### src/rtl/conv_result_normalizer.sv
// Sums the nine result words of one convolution window over nine cycles,
// then normalises the sum to a mantissa/exponent pair by leading-one detection.
//
// Ports:
//   clk, rst_n           clock, asynchronous active-low reset
//   in_valid/in_ready    window handshake; in_data holds nine PW-bit words
//   out_valid/out_ready  result handshake
//   out_mant, out_exp    normalised mantissa and right-shift amount
//   out_zero, out_sum    zero flag and full-precision sum
module conv_result_normalizer #(
    parameter int N  = 5,
    parameter int PW = 2*N+4,
    parameter int SW = PW+4,
    parameter int OW = 4,
    parameter int EW = 5
) (
    input  logic            clk,
    input  logic            rst_n,
    input  logic            in_valid,
    output logic            in_ready,
    input  logic [9*PW-1:0] in_data,
    output logic            out_valid,
    input  logic            out_ready,
    output logic [OW-1:0]   out_mant,
    output logic [EW-1:0]   out_exp,
    output logic            out_zero,
    output logic [SW-1:0]   out_sum
);

    typedef enum logic [1:0] {IDLE, ACC, NORM, HOLD} state_t;

    state_t          state, state_n;
    logic [PW-1:0]   words [9];
    logic [SW-1:0]   acc;
    logic [3:0]      cnt;
    logic [EW-1:0]   msb;
    logic [EW-1:0]   shift;
    logic [SW-1:0]   shifted;

    always_comb begin
        state_n = state;
        unique case (state)
            IDLE: if (in_valid && in_ready) state_n = ACC;
            ACC:  if (cnt == 4'd8) state_n = NORM;
            NORM: state_n = HOLD;
            HOLD: if (out_valid && out_ready) state_n = IDLE;
            default: state_n = IDLE;
        endcase
    end

    // Leading-one position; ascending scan leaves the highest set bit.
    always_comb begin
        msb = '0;
        for (int i = 0; i < SW; i++) begin
            if (acc[i]) msb = EW'(i);
        end
    end

    // Small sums keep their low OW bits unshifted.
    assign shift   = (msb >= EW'(OW-1)) ? msb - EW'(OW-1) : '0;
    assign shifted = acc >> shift;

    always_ff @(posedge clk or negedge rst_n) begin
        if (!rst_n) begin
            state     <= IDLE;
            in_ready  <= 1'b1;
            out_valid <= 1'b0;
            out_mant  <= '0;
            out_exp   <= '0;
            out_zero  <= 1'b0;
            out_sum   <= '0;
            acc       <= '0;
            cnt       <= '0;
            for (int k = 0; k < 9; k++) words[k] <= '0;
        end else begin
            state    <= state_n;
            // Registered from next state, so never combinational on out_ready.
            in_ready <= (state_n == IDLE);
            unique case (state)
                IDLE: begin
                    if (in_valid && in_ready) begin
                        for (int k = 0; k < 9; k++)
                            words[k] <= in_data[k*PW +: PW];
                        acc <= '0;
                        cnt <= '0;
                    end
                end
                ACC: begin
                    acc <= acc + {{(SW-PW){1'b0}}, words[cnt]};
                    if (cnt != 4'd8) cnt <= cnt + 4'd1;
                end
                NORM: begin
                    out_sum   <= acc;
                    out_zero  <= (acc == '0);
                    out_mant  <= (acc == '0) ? '0 : shifted[OW-1:0];
                    out_exp   <= (acc == '0) ? '0 : shift;
                    out_valid <= 1'b1;
                end
                HOLD: begin
                    if (out_ready) out_valid <= 1'b0;
                end
                default: ;
            endcase
        end
    end

endmodule

### config.mk
export PLATFORM = sky130hd
export DESIGN_NAME = conv_result_normalizer
export DESIGN_NICKNAME = d
export VERILOG_FILES = /design/src/rtl/conv_result_normalizer.sv
export SDC_FILE = /design/constraint.sdc
export NUM_CORES = 1
export LEC_CHECK = 0
export ABC_AREA = 1
export CORE_ASPECT_RATIO = 0.8
export CORE_UTILIZATION = 58
export DETAILED_ROUTE_END_ITERATION = 10
export HOLD_SLACK_MARGIN = 0.05
export PLACE_DENSITY_LB_ADDON = 0.25
export RECOVER_POWER = 100
export SYNTH_ARGS = -nofsm -noshare
export SYNTH_HDL_FRONTEND = slang
export SYNTH_SLANG_ARGS = --single-unit
### constraint.sdc
create_clock -name clk -period 6.3 [get_ports clk]
set_clock_uncertainty 0.2 [all_clocks]
set_input_delay 1.89 -clock clk [delete_from_list [all_inputs] [get_ports clk]]
set_output_delay 1.89 -clock clk [all_outputs]
set_load 0.02 [all_outputs]
==> results.yml, run 1 <==
global_route:
  grt_pass1_wl_mm: 41.5
  grt_overflow: 0
  grt_pass1_vias: 7984
  met3_usage_pct: 9.04
  antenna_found_initial: 0
  gr-usage-met1_pct: 51.3
  busiest_layer: "met1"
  grt_max_degree: 101
  grt.total_usage_pct: 33.3
  met2_usage_pct: 45.5
drt:
  via_count: 8914
  drc: 0
  wirelength_mm: 26.1
  wire_per_inst_um: 16.6
  ant_nets: 0
  dr.pass1.iters: 6
  drtIter0Drc: 1080
  drt-vias-per-instance: 5.67
clock_tree:
  insertion_delay_ps: 430
  cts.repair.resized: 0
  postCtsSetupBuffers: 0
  cts.sinks: 180
  cts_tree: "yes"
  clk_pin_slew_ps: 70
  h-tree-depth: 4
  postCtsHoldBufs: 0
  cts_made_buffers: 17
  clockRootBuffer: "clkbuf_16"
  cts_buffer_depth: 2
die:
  core_area_um2: 15700
  die_area_um2: 16600
  placementRows: 41
  io_pins: 160
  start_util_pct: 59.1
  die_y_um: 115
  die_x_um: 144
setup_path:
  worst_r2r_path_depth: 30
  crit_required_ps: 6470
  reg2reg_from: "acc[2]"
  crit_fanout: 100
  critPathTopFamily: "buffers and inverters"
  critPathSlowestCell: "clkbuf_1"
  r2r-end: "out_mant[0]"
  path_depth: 7
  startpoint_type: "input port"
  worstPathArrival_ps: 5440
  worst_setup_path_end_kind: "flop"
  regToRegSetupSlack_ps: 1610
  crit_type: "input port to flop"
  crit_buf_inv: 3
  max_stage_delay_ps: 1440
  worst_path_most_repeated_cell: "nand2_1"
  path_cells: "dlygate4sd3_1 -> nand2_1 -> nor3_1 -> clkbuf_1 -> buf_4 -> nand2_1 -> nand2_1"
sta:
  worstMarginPinSlew_ps: 2230
  finalSetupTns_ps: 0
  rsz0062_at_grt: "false"
  setup_slack_ps: 1030
  drv_slew: 238
  hold_viol: 0
  finalCritPeriodShare_pct: 83.6
  max_freq_ghz: 0.190
  slew_headroom_pct: -48.5
  setup_viol: 0
  period_needed_ps: 5270
placement:
  hpwl_mm: 18.3
  dpl_worst_slack_ps: 1910
  dp_cells: 1539
  place.port_buffers: 159
  gp_congestion: 0.943
hold_path:
  hold-path-cell-count: 2
  hold_path.startpoint: "words[105]"
  holdPathEnd: "words[105]"
  min_path_type: "flop to flop"
synth:
  synth_nets: 1368
  ys_warn_count: 0
  synthCells: 1220
  ys_seq_area_share_pct: 48.4
  synth_edf_count: 0
  async_flop_share_pct: 100
  ys_types: 45
  syn_area_um2: 9310
  yosys_register_bits: 180
  avgSynthCellArea_um2: 7.63
  ys.flop_type: "dfrtp_1"
cells_and_area:
  num-nets-final: 1491
  fin_util_pct: 73.4
  diodes: 0
  drive_gt1_share_pct: 5.01
  fill_cells: 1254
  area_delta_synth_final_pct: 24.3
  final_cells: 1571
outcome:
  violations: "max-capacitance violations, max-slew violations"
  outcome: "complete, but fails checks"
job:
  maxCapViolCount: 4
power:
  clock_power_share_pct: 16.9
  intPower_w: 0.00373
  power_switching_share_pct: 47.2
  peakVddDrop_uv: 256
  switchingPower_w: 0.00333
  seq_power_share_pct: 28.7
  p_total_w: 0.00706
  pwr-share-comb_pct: 54.5
  power_density_nw_per_um2: 611
  power.leakage_nw: 5.72
[final cells by class]
class | count | area [um2] | area share (%)
clock buffer | 18 | 439 | 3.80
clock inverter | 14 | 224 | 1.94
inverter | 69 | 260 | 2.25
multi-input combinational | 906 | 4220 | 36.5
sequential | 180 | 4510 | 39.0
tap | 215 | 269 | 2.33
timing repair buffer | 169 | 1650 | 14.2
[sequential cells by signal (all words and copies together), names as in the netlist]
register   cells
words        126
state          2
out_mant       4
acc           18
out_sum       18
cnt            4
out_zero       1
out_valid      1
in_ready       1
out_exp        5
[routing by layer]
metal	vias up	wire length, um
met2	500	10900
met1	4155	11800
met4	0	517
li1	4215	-
met3	44	2840
met5	-	0
[through the flow]
| stage | cell area [um2] | hold slack [ps] |
|---|---|---|
| after floorplan | 9310 | 237 |
| after global placement | 11000 | 248 |
| after detailed placement | 11000 | 253 |
| after CTS | 11600 | 270 |
| after global routing | 11600 | 287 |
| final | 11600 | 271 |
[Yosys cell counts (3+ instances only)]
master	number	area [um2]
inv_1	53	199
dfrtp_1	179	4480
nand2_2	5	31.3
o22ai_1	15	93.8
inv_2	12	45.0
buf_6	5	56.3
o211ai_1	8	60.1
o21ai_0	125	626
o21a_1	3	22.5
clkinv_1	4	15.0
a31oi_1	4	25.0
nand3_1	59	295
nand3_2	5	50.1
xor2_1	4	35.0
clkbuf_1	57	214
ha_1	17	213
nand4_1	4	25.0
nor3_1	5	25.0
a21oi_1	20	100
o221ai_1	21	184
nor2_1	89	334
nor2_2	4	25.0
nand2_1	492	1850
o21bai_1	3	22.5
[worst max path at each step]
stage	start	endpoint	slack, ps
after global placement	in_valid	words[2]	1950
after floorplan	in_valid	words[108]	2900
after global routing	in_valid	words[12]	800
after CTS	cnt[1]	acc[13]	1920
final	in_valid	words[45]	1030
after detailed placement	in_valid	words[1]	1910
[power by group through the flow]
stage          clock network (W)  logic, W  registers, W
2_1_floorplan                  0   0.00273       0.00202
3_3_place_gp                   0   0.00370       0.00201
3_5_place_dp                   0   0.00381       0.00202
4_1_cts                  0.00119   0.00384       0.00202
5_1_grt                  0.00125   0.00428       0.00208
6_report                 0.00119   0.00385       0.00202
[worst min-delay path, delay by kind of cell, from the launching register on]
kind / cells / cell delay (ps)
simple gates: 2 / 100
flops: 1 / 340
[cell usage in the layout (no fill, tap or decap), types with 9 or more instances in the layout]
master	count
nand2_1	495
dfrtp_1	179
o21ai_0	126
clkdlybuf4s50_1	126
nor2_1	90
nand3_1	60
inv_1	55
dlygate4sd3_1	32
o221ai_1	21
a21oi_1	20
ha_1	17
clkbuf_16	17
o22ai_1	15
inv_2	10
o211ai_1	9
[cell families (layout without fill, tap and decap cells)]
group                      Yosys count  after routing  share of synthesized area, %
DFF                                180            180                          48.4
buffers and inverters              134            270                          5.84
xor gates and xnor gates             6              6                         0.565
AOI/OAI and AO/OA                  211            211                          13.4
adders and majority gates           18             18                          2.50
and+or+nand+nor                    671            671                          29.2
(Power assumes the default switching activity.)
==> inputs of run 2 (changes only) <==
CORE_UTILIZATION = 48   (was 58)
clock period = 4.75 ns   (was 6.3 ns; I/O delays follow)
==> results.yml, run 2 (synthesis gave the netlist of run 1 again) <==
outcome:
  outcome: "complete, but fails checks"
  violations: "max-capacitance violations, max-slew violations"
sta:
  worstMarginPinSlew_ps: 1910
  period_needed_ps: 4100
  fin_hold_ws_ps: 271
  finalSetupTns_ps: 0
  setup_viol: 0
  drv_slew: 123
  max_freq_ghz: 0.244
  slew_headroom_pct: -27.4
  rsz0062_at_grt: "false"
  finalCritPeriodShare_pct: 86.3
  hold_viol: 0
die:
  die_x_um: 158
  die_y_um: 127
  die_area_um2: 20000
  placementRows: 45
  start_util_pct: 49.0
  core_area_um2: 19000
  io_pins: 160
clock_tree:
  cts_made_buffers: 17
  clockRootBuffer: "clkbuf_16"
  cts.repair.resized: 0
  insertion_delay_ps: 440
  postCtsHoldBufs: 0
  cts_buffer_depth: 2
  postCtsSetupBuffers: 0
  clk_pin_slew_ps: 80
  cts.sinks: 180
  cts_tree: "yes"
  h-tree-depth: 4
cells_and_area:
  fin_util_pct: 61.6
  largest-register: "words"
  diodes: 0
  fill_cells: 1698
  num-nets-final: 1497
  final_cells: 1620
  largest_register_ffs: 126
  layout_common_cells: "494 x nand2_1, 179 x dfrtp_1, 127 x o21ai_0, 127 x clkdlybuf4s50_1, 90 x nor2_1"
  multi_input_area_um2: 4250
  drive_gt1_share_pct: 5.80
  area_delta_synth_final_pct: 25.6
  reg.largest.list: "words (126), acc (18), out_sum (18)"
  mostFrequentLayoutCell: "nand2_1"
  ff_latch_area_um2: 4510
drt:
  wire_per_inst_um: 16.7
  drc: 0
  drt-vias-per-instance: 5.46
  dr.pass1.iters: 5
  wirelength_mm: 27.1
  drtIter0Drc: 1094
  ant_nets: 0
  via_count: 8840
placement:
  place.port_buffers: 159
  hpwl_mm: 19.7
  gp_congestion: 0.925
  dp_cells: 1588
setup_path:
  max_stage_delay_ps: 500
  worst_setup_path_end_kind: "flop"
  critPathSlowestCell: "nand2_1"
  crit_fanout: 19
  crit_required_ps: 4880
  startpoint_type: "flop"
  crit_type: "flop to flop"
  worst_path_most_repeated_cell: "nand2_1"
  reg2reg_from: "acc[1]"
  worstPathArrival_ps: 4230
  worst_r2r_path_depth: 29
  startpoint: "acc[1]"
global_route:
  grt_overflow: 0
  antenna_found_initial: 0
  grt_max_degree: 109
  grt.total_usage_pct: 28.2
  grt_pass1_wl_mm: 43.2
  grt_pass1_vias: 8111
power:
  power.leakage_nw: 5.75
  power_density_nw_per_um2: 808
  peakVddDrop_uv: 403
job:
  maxCapViolCount: 2
hold_path:
  hold-path-cell-count: 2
  min_path_type: "flop to flop"
  hold_path.startpoint: "words[33]"
run 2: changes by cell type in the layout (fill, tap and decap cells not counted), moves of 2 or more:
cell	delta
bufinv_16	-2
inv_8	+2
clkbuf_2	-2
buf_4	+7
clkinv_8	+2
run 2: routing by layer:
layer	vias up	global-route usage, %	part of all wire, %
li1	4218	-	-
met2	457	37.7	40
met1	4125	45.3	48
met3	40	5.88	10
met4	0	7.65	1.5
met5	-	0	0
run 2: path summary, 6_finish.rpt:
check / endpoint / slack, ps
worst max register to register: out_mant[1] / 650
worst min register to register: words[33] / 270
min in group asynchronous: out_exp[0] / 1280
worst min-delay path: words[33] / 270
worst max-delay path: out_mant[1] / 650
max in group asynchronous: state[1] / 1030
run 2: layout make-up:
type | count | share of cell area [%]
clock buffer | 17 | 3.64
multi-input combinational | 906 | 36.4
timing repair buffer | 175 | 14.6
sequential | 180 | 38.6
clock inverter | 15 | 1.84
tap | 258 | 2.76
inverter | 69 | 2.23
run 2: through the flow:
step	total power [W]	setup slack, ps	area, um2
2_1_floorplan	0.00630	1550	9310
3_3_place_gp	0.00778	1030	11100
3_5_place_dp	0.00787	941	11100
4_1_cts	0.00944	915	11700
5_1_grt	0.0102	269	11700
6_report	0.00945	652	11700
run 2: worst max-delay path, delay by kind of cell, from the launching register on:
family / cells / cell delay, ps
buf+inv: 2 / 290
flops: 1 / 470
simple gates: 26 / 2810
fa+ha+maj: 1 / 200
run 2: report_power, final:
group          switching (W)  internal (W)
combinational        0.00340       0.00179
sequential          0.000489       0.00224
clock               0.000677      0.000854
total                0.00457       0.00488
